--- src/rtl/i2s_rx_pkg.sv ---
// Shared I2S receive definitions.
//   CH_LEFT / CH_RIGHT : channel codes carried by word select (lrck)
//   I2S_BIT_DELAY      : data lags word select by this many sck periods
package i2s_rx_pkg;

    localparam logic CH_LEFT       = 1'b0;
    localparam logic CH_RIGHT      = 1'b1;
    localparam int   I2S_BIT_DELAY = 1;

endpackage

--- src/rtl/i2s_pin_sync.sv ---
// Multi-flop synchronizer for one asynchronous pin, with rising-edge detect.
//   clk   in  system clock
//   rst   in  async active-low reset, clears all flops
//   d     in  asynchronous pin
//   q     out synchronized level (STAGES clk cycles behind the pin)
//   rise  out one-cycle pulse when q goes 0->1
module i2s_pin_sync #(
    parameter int STAGES = 2
) (
    input  logic clk,
    input  logic rst,
    input  logic d,
    output logic q,
    output logic rise
);

    logic [STAGES-1:0] sync_q;
    logic              q_d;

    always_ff @(posedge clk or negedge rst) begin
        if (!rst) begin
            sync_q <= '0;
            q_d    <= 1'b0;
        end else begin
            sync_q <= {sync_q[STAGES-2:0], d};
            q_d    <= sync_q[STAGES-1];
        end
    end

    assign q    = sync_q[STAGES-1];
    assign rise = q & ~q_d;

endmodule

--- src/rtl/i2s_rx.sv ---
// I2S slave receiver: deserializes sdin into left/right sample pairs in the
// clk domain and hands them to a consumer over valid/ready.
//   clk, rst              system clock, async active-low reset
//   sck, lrck, sdin       I2S pins (asynchronous to clk)
//   sample_l, sample_r    completed frame
//   sample_valid          frame pending, held until sample_ready
//   sample_ready          consumer accept
//   overrun               sticky: a pending frame was overwritten
//   overrun_clr           synchronous clear of overrun (a same-cycle set wins)
module i2s_rx
    import i2s_rx_pkg::*;
#(
    parameter int DATA_W      = 16,
    parameter int SYNC_STAGES = 2
) (
    input  logic              clk,
    input  logic              rst,
    input  logic              sck,
    input  logic              lrck,
    input  logic              sdin,
    output logic [DATA_W-1:0] sample_l,
    output logic [DATA_W-1:0] sample_r,
    output logic              sample_valid,
    input  logic              sample_ready,
    output logic              overrun,
    input  logic              overrun_clr
);

    localparam int              CW      = $clog2(DATA_W + 1);
    localparam logic [CW-1:0]   CNT_MAX = CW'(DATA_W);

    logic sck_s, sck_rise, lrck_s, sdin_s;
    logic lrck_rise_unused, sdin_rise_unused, sck_lvl_unused;

    i2s_pin_sync #(.STAGES(SYNC_STAGES)) u_sync_sck (
        .clk(clk), .rst(rst), .d(sck),  .q(sck_s),  .rise(sck_rise));
    i2s_pin_sync #(.STAGES(SYNC_STAGES)) u_sync_lrck (
        .clk(clk), .rst(rst), .d(lrck), .q(lrck_s), .rise(lrck_rise_unused));
    i2s_pin_sync #(.STAGES(SYNC_STAGES)) u_sync_sdin (
        .clk(clk), .rst(rst), .d(sdin), .q(sdin_s), .rise(sdin_rise_unused));

    assign sck_lvl_unused = sck_s;

    // Slot deserializer
    logic [DATA_W-1:0] shreg, word_next;
    logic [CW-1:0]     bitcnt;
    logic              ws_d, slot_started;
    logic              slot_end;

    // Commit stage: one register between slot end and the holding logic;
    // this is the final cycle of the SYNC_STAGES+2 latency.
    logic              commit_vld;
    logic              commit_ch;
    logic [DATA_W-1:0] commit_word;

    // Current bit drops into its MSB-first position; past DATA_W it is ignored.
    always_comb begin
        word_next = shreg;
        for (int i = 0; i < DATA_W; i++) begin
            if (bitcnt < CNT_MAX && i == DATA_W - 1 - int'(bitcnt))
                word_next[i] = sdin_s;
        end
    end

    // lrck changing means this bit is the LSB of the channel still in ws_d.
    assign slot_end = (lrck_s != ws_d);

    always_ff @(posedge clk or negedge rst) begin
        if (!rst) begin
            shreg        <= '0;
            bitcnt       <= '0;
            ws_d         <= 1'b0;
            slot_started <= 1'b0;
            commit_vld   <= 1'b0;
            commit_ch    <= CH_LEFT;
            commit_word  <= '0;
        end else begin
            commit_vld <= 1'b0;
            if (sck_rise) begin
                if (slot_end) begin
                    // The first slot after reset began mid-stream: discard it.
                    commit_vld   <= slot_started;
                    commit_ch    <= ws_d;
                    commit_word  <= word_next;
                    shreg        <= '0;
                    bitcnt       <= '0;
                    slot_started <= 1'b1;
                    ws_d         <= lrck_s;
                end else begin
                    shreg <= word_next;
                    if (bitcnt < CNT_MAX)
                        bitcnt <= bitcnt + 1'b1;
                end
            end
        end
    end

    // Frame assembly and handshake
    logic [DATA_W-1:0] left_hold;
    logic              left_ok;
    logic              accept;

    assign accept = sample_valid & sample_ready;

    always_ff @(posedge clk or negedge rst) begin
        if (!rst) begin
            left_hold    <= '0;
            left_ok      <= 1'b0;
            sample_l     <= '0;
            sample_r     <= '0;
            sample_valid <= 1'b0;
            overrun      <= 1'b0;
        end else begin
            if (accept)
                sample_valid <= 1'b0;
            if (overrun_clr)
                overrun <= 1'b0;
            if (commit_vld) begin
                if (commit_ch == CH_LEFT) begin
                    left_hold <= commit_word;
                    left_ok   <= 1'b1;
                end else if (left_ok) begin
                    // Right without a preceding left is an orphan and is dropped.
                    sample_l     <= left_hold;
                    sample_r     <= commit_word;
                    sample_valid <= 1'b1;
                    left_ok      <= 1'b0;
                    if (sample_valid && !sample_ready)
                        overrun <= 1'b1;
                end
            end
        end
    end

endmodule

--- config.mk ---
export PLATFORM = sky130hd
export DESIGN_NAME = i2s_rx
export DESIGN_NICKNAME = d
export VERILOG_FILES = /design/src/rtl/i2s_rx_pkg.sv /design/src/rtl/i2s_pin_sync.sv /design/src/rtl/i2s_rx.sv
export SDC_FILE = /design/constraint.sdc
export NUM_CORES = 1
export LEC_CHECK = 0
export CAP_MARGIN = 20
export CORE_MARGIN = 2
export CORE_UTILIZATION = 57
export CTS_CLUSTER_DIAMETER = 200
export DETAILED_ROUTE_END_ITERATION = 6
export DONT_BUFFER_PORTS = 1
export GPL_TIMING_DRIVEN = 0
export PLACE_DENSITY_LB_ADDON = 0.15
export SKIP_LAST_GASP = 1
export SYNTH_ARGS = -nofsm -noshare
export SYNTH_HDL_FRONTEND = slang
export SYNTH_SLANG_ARGS = --single-unit
--- constraint.sdc ---
create_clock -name clk -period 1.54 [get_ports clk]
set_input_delay 0.231 -clock clk [delete_from_list [all_inputs] [get_ports clk]]
set_output_delay 0.231 -clock clk [all_outputs]
set_load 0.005 [all_outputs]
==> impl_results.md <==
* Failing checks: negative hold slack, negative setup slack
* Reg2Reg Depth at 5
* CTS buffer count at 9
* Number of synthesized flops with an enable pin at 0
* Tmin final at 1.56 ns
* Die Ht at 90.3 um
* Vias in the first global route at 2536
* Pre-antenna DRT Iters at 4
* Synthesized area at 4240 sq um
* Synth Net Count at 325
* Starting Density at 58.8%
* Ys Warns at 0
* Final Max Slew Viols at 0
* Vias at 2497
* Required @ worst endpoint at 1.77 ns
* Ys flop type: dfrtp_1
* Seq/Total Area, Yosys at 58.4%
* Syn Area/Cell at 13.6 sq um
* DR iter-0 viols at 90
* DR WL/cell at 17.7 um
* Final WS setup at -0.0170 ns
* Final Instance Count excl. Fillers at 437
* Hold/Removal Path Class: input port to asynchronous set/reset pin
* Reg2reg setup slack at -0.02 ns
* Startpoint type of the worst setup path: register
* Rel. slew slack at 73.8%
* Worst Setup End Kind: register
* Area Overhead vs Synth at 12.1%
* Die W at 90.3 um
* I/O Pins at 41
* Cell area after layout at 4760 sq um
* Fill cells at 549
* CTS clk-pin slew, worst paths at 0.10 ns
* GPL Wtd Cong at 0.778
* Cts hold-fix bufs at 4
* Netlist cell types at 35
* Die area at 8150 sq um
* Site Rows at 31
* Placed Cells at 412
* Synth async-reset ratio at 100%
* Leak at 0.00211 uW
* First-pass GRT wire length at 13100 um
* Max Clock Freq at 0.642 GHz
* RSZ-0062 raised after global routing: yes
* Worst r2r dst: commit_word[12]$_DFFE_PN0P_
* Yosys top cell by area: dfrtp_1
* Final worst path period share at 101%
* Root buf cell: clkbuf_8
* Share of layout cells above drive strength 1 at 39.6%
* WP data arrival at 1.79 ns
* Fin util at 65.9%
* Final ANT Viol Nets at 0
* Worst-case clock buffer depth at 2
* Peak supply drop at 0.000636 V
* GR Util All Layers at 20.2%
* Cell Area, Placed at 4370 sq um
* Outcome: finished with violations
* TritonCTS clock tree: built
* Pwr/cell area at 1450 nW/um^2
* Clock Sink Count at 99
* H-tree Lvls at 3
* Fin nets at 345
* Largest net degree at the start of global routing at 100
* Core area at 7210 sq um
* Yosys top cell area share at 58.4%
* Cells after Synth at 313
* Hpwl dp at 5150 um
* Final hold slack at -0.449 ns
* Synth area leaders: dfrtp_1 (58%), mux2_2 (13%), a21oi_1 (3.9%)
* DR DRC count at 0
* Synth Register Bits at 99
* Fin. Hold Viols at 99
* Post-Route Skew at 0.00829 ns
* Max cap viols at 0
* Final Setup Violations at 1
* Worst slew pin tran at 0.393 ns
* Worst-path fanout max at 10
* Clk_lat worst skew at 0.36 ns
* Initial antenna violation count at 0
* Count of buffers from port buffering at 0
* FF-to-FF Start: bitcnt[4]$_DFFE_PN0P_
* Vias per cell at 5.71
* Antenna cells at 0
* Grt ovf at 0
* Total wire length at 7720 um
* Crit path kind: register to register
==> registers in the layout, indices dropped and copies added (netlist names) <==
register and flops:
ws_d 1, slot_started 1, overrun 1, u_sync_lrck.sync_q 2, sample_valid 1, u_sync_sck.q_d 1, commit_word 16, u_sync_sdin.sync_q 2
u_sync_sck.sync_q 2, sample_r 16, bitcnt 5, left_ok 1, sample_l 16, commit_ch 1, commit_vld 1, left_hold 16
shreg 16
==> layer usage <==
layer / share of wire (%) / GRT usage (%)
met1: 48 / 28.9
met3: 4.0 / 4.84
met5: 0 / 0
met4: 0.97 / 5.38
met2: 47 / 31.5
==> timing repair <==
item | 4_1_cts | 5_1_grt
endpoints found under the setup margin | 20 | 65
hold endpoints to repair | 103 | 99
buffers inserted | 1 | 5
cloned | 0 | 0
pin swaps | 1 | 3
gates resized for setup | 10 | 28
==> critical path, stage by stage, from the launching register on <==
cell,delay [ns]
dfrtp_1,0.38
buf_6,0.13
buf_6,0.15
nor4b_4,0.30
mux2i_2,0.36
a21oi_1,0.11
==> cell type report <==
cell class                      count  area [sq um]  share of cell area [%]
Clock inverter                      6          56.3                    1.18
Inverter                            8          30.0                   0.631
Buffer                             21           160                    3.37
Timing Repair Buffer               10          85.1                    1.79
Tap cell                           99           124                    2.60
Clock buffer                       10           138                    2.89
Multi-Input combinational cell    184          1680                    35.3
Sequential cell                    99          2480                    52.2
==> kinds of logic after synthesis <==
kind of cell | synth area share [%]
AND/OR/NAND/NOR | 8.67
AO/OA/AOI/OAI | 9.85
buffers and inverters | 4.07
flip-flops | 58.4
adder cells (fa/ha/maj) | 1.47
multiplexers | 16.8
XOR/XNOR | 0.796
==> cells in the final DEF (no fill, tap or decap), drive strengths merged <==
| master | count |
|---|---|
| clkbuf | 16 |
| a22o | 11 |
| o22ai | 4 |
| dlygate4sd3 | 4 |
| clkinv | 2 |
| nor2b | 2 |
| nor4b | 4 |
| or4 | 1 |
| and4bb | 9 |
| nand3 | 2 |
| nor2 | 2 |
| nor3 | 1 |
| and3 | 3 |
| xor2 | 1 |
| nand2 | 9 |
| inv | 11 |
| clkinvlp | 1 |
| o21ai | 16 |
| buf | 21 |
| xnor2 | 2 |
| ha | 5 |
| dfrtp | 99 |
| o31ai | 1 |
| mux2 | 49 |
| a21oi | 38 |
| nand4b | 3 |
| or2 | 1 |
| nand2b | 4 |
| mux2i | 16 |
==> cell usage after synthesis (3+ instances only) <==
| master | instances |
|---|---|
| a21oi_1 | 33 |
| a21oi_2 | 5 |
| a22o_1 | 11 |
| and4bb_2 | 6 |
| and4bb_4 | 3 |
| buf_2 | 13 |
| buf_6 | 4 |
| clkbuf_1 | 3 |
| dfrtp_1 | 99 |
| ha_1 | 5 |
| inv_1 | 8 |
| mux2_2 | 49 |
| mux2i_1 | 16 |
| nand2_1 | 9 |
| nand2b_1 | 4 |
| nand4b_1 | 3 |
| nor4b_4 | 3 |
| o21ai_0 | 15 |
| o22ai_1 | 4 |
==> per-stage QoR <==
step           power, uW  worst slack, ns  setup TNS [ns]
2_1_floorplan       4830           0.0956               0
3_3_place_gp        5110          -0.0639          -0.147
3_5_place_dp        5210          -0.0820          -0.382
4_1_cts             6850          -0.0325         -0.0325
5_1_grt             7300           -0.102          -0.271
6_report            6890          -0.0170         -0.0170
==> report_power, final <==
part | internal [uW] | switching, uW | leakage (uW)
Sequential | 3360 | 548 | 0.00126
Clock | 666 | 935 | 0.0000969
Combinational | 826 | 553 | 0.000755
Total | 4850 | 2040 | 0.00211
==> worst max-delay path by stage <==
stage | startpoint | to | slack, ns
floorplan | bitcnt[2]$_DFFE_PN0P_ | bitcnt[4]$_DFFE_PN0P_ | 0.1
global placement | bitcnt[3]$_DFFE_PN0P_ | commit_word[0]$_DFFE_PN0P_ | -0.06
detailed placement | bitcnt[3]$_DFFE_PN0P_ | commit_word[0]$_DFFE_PN0P_ | -0.08
CTS | bitcnt[2]$_DFFE_PN0P_ | commit_word[0]$_DFFE_PN0P_ | -0.03
global route | bitcnt[2]$_DFFE_PN0P_ | commit_word[12]$_DFFE_PN0P_ | -0.10
finish | bitcnt[4]$_DFFE_PN0P_ | commit_word[12]$_DFFE_PN0P_ | -0.02
(Power assumes the default switching activity.)
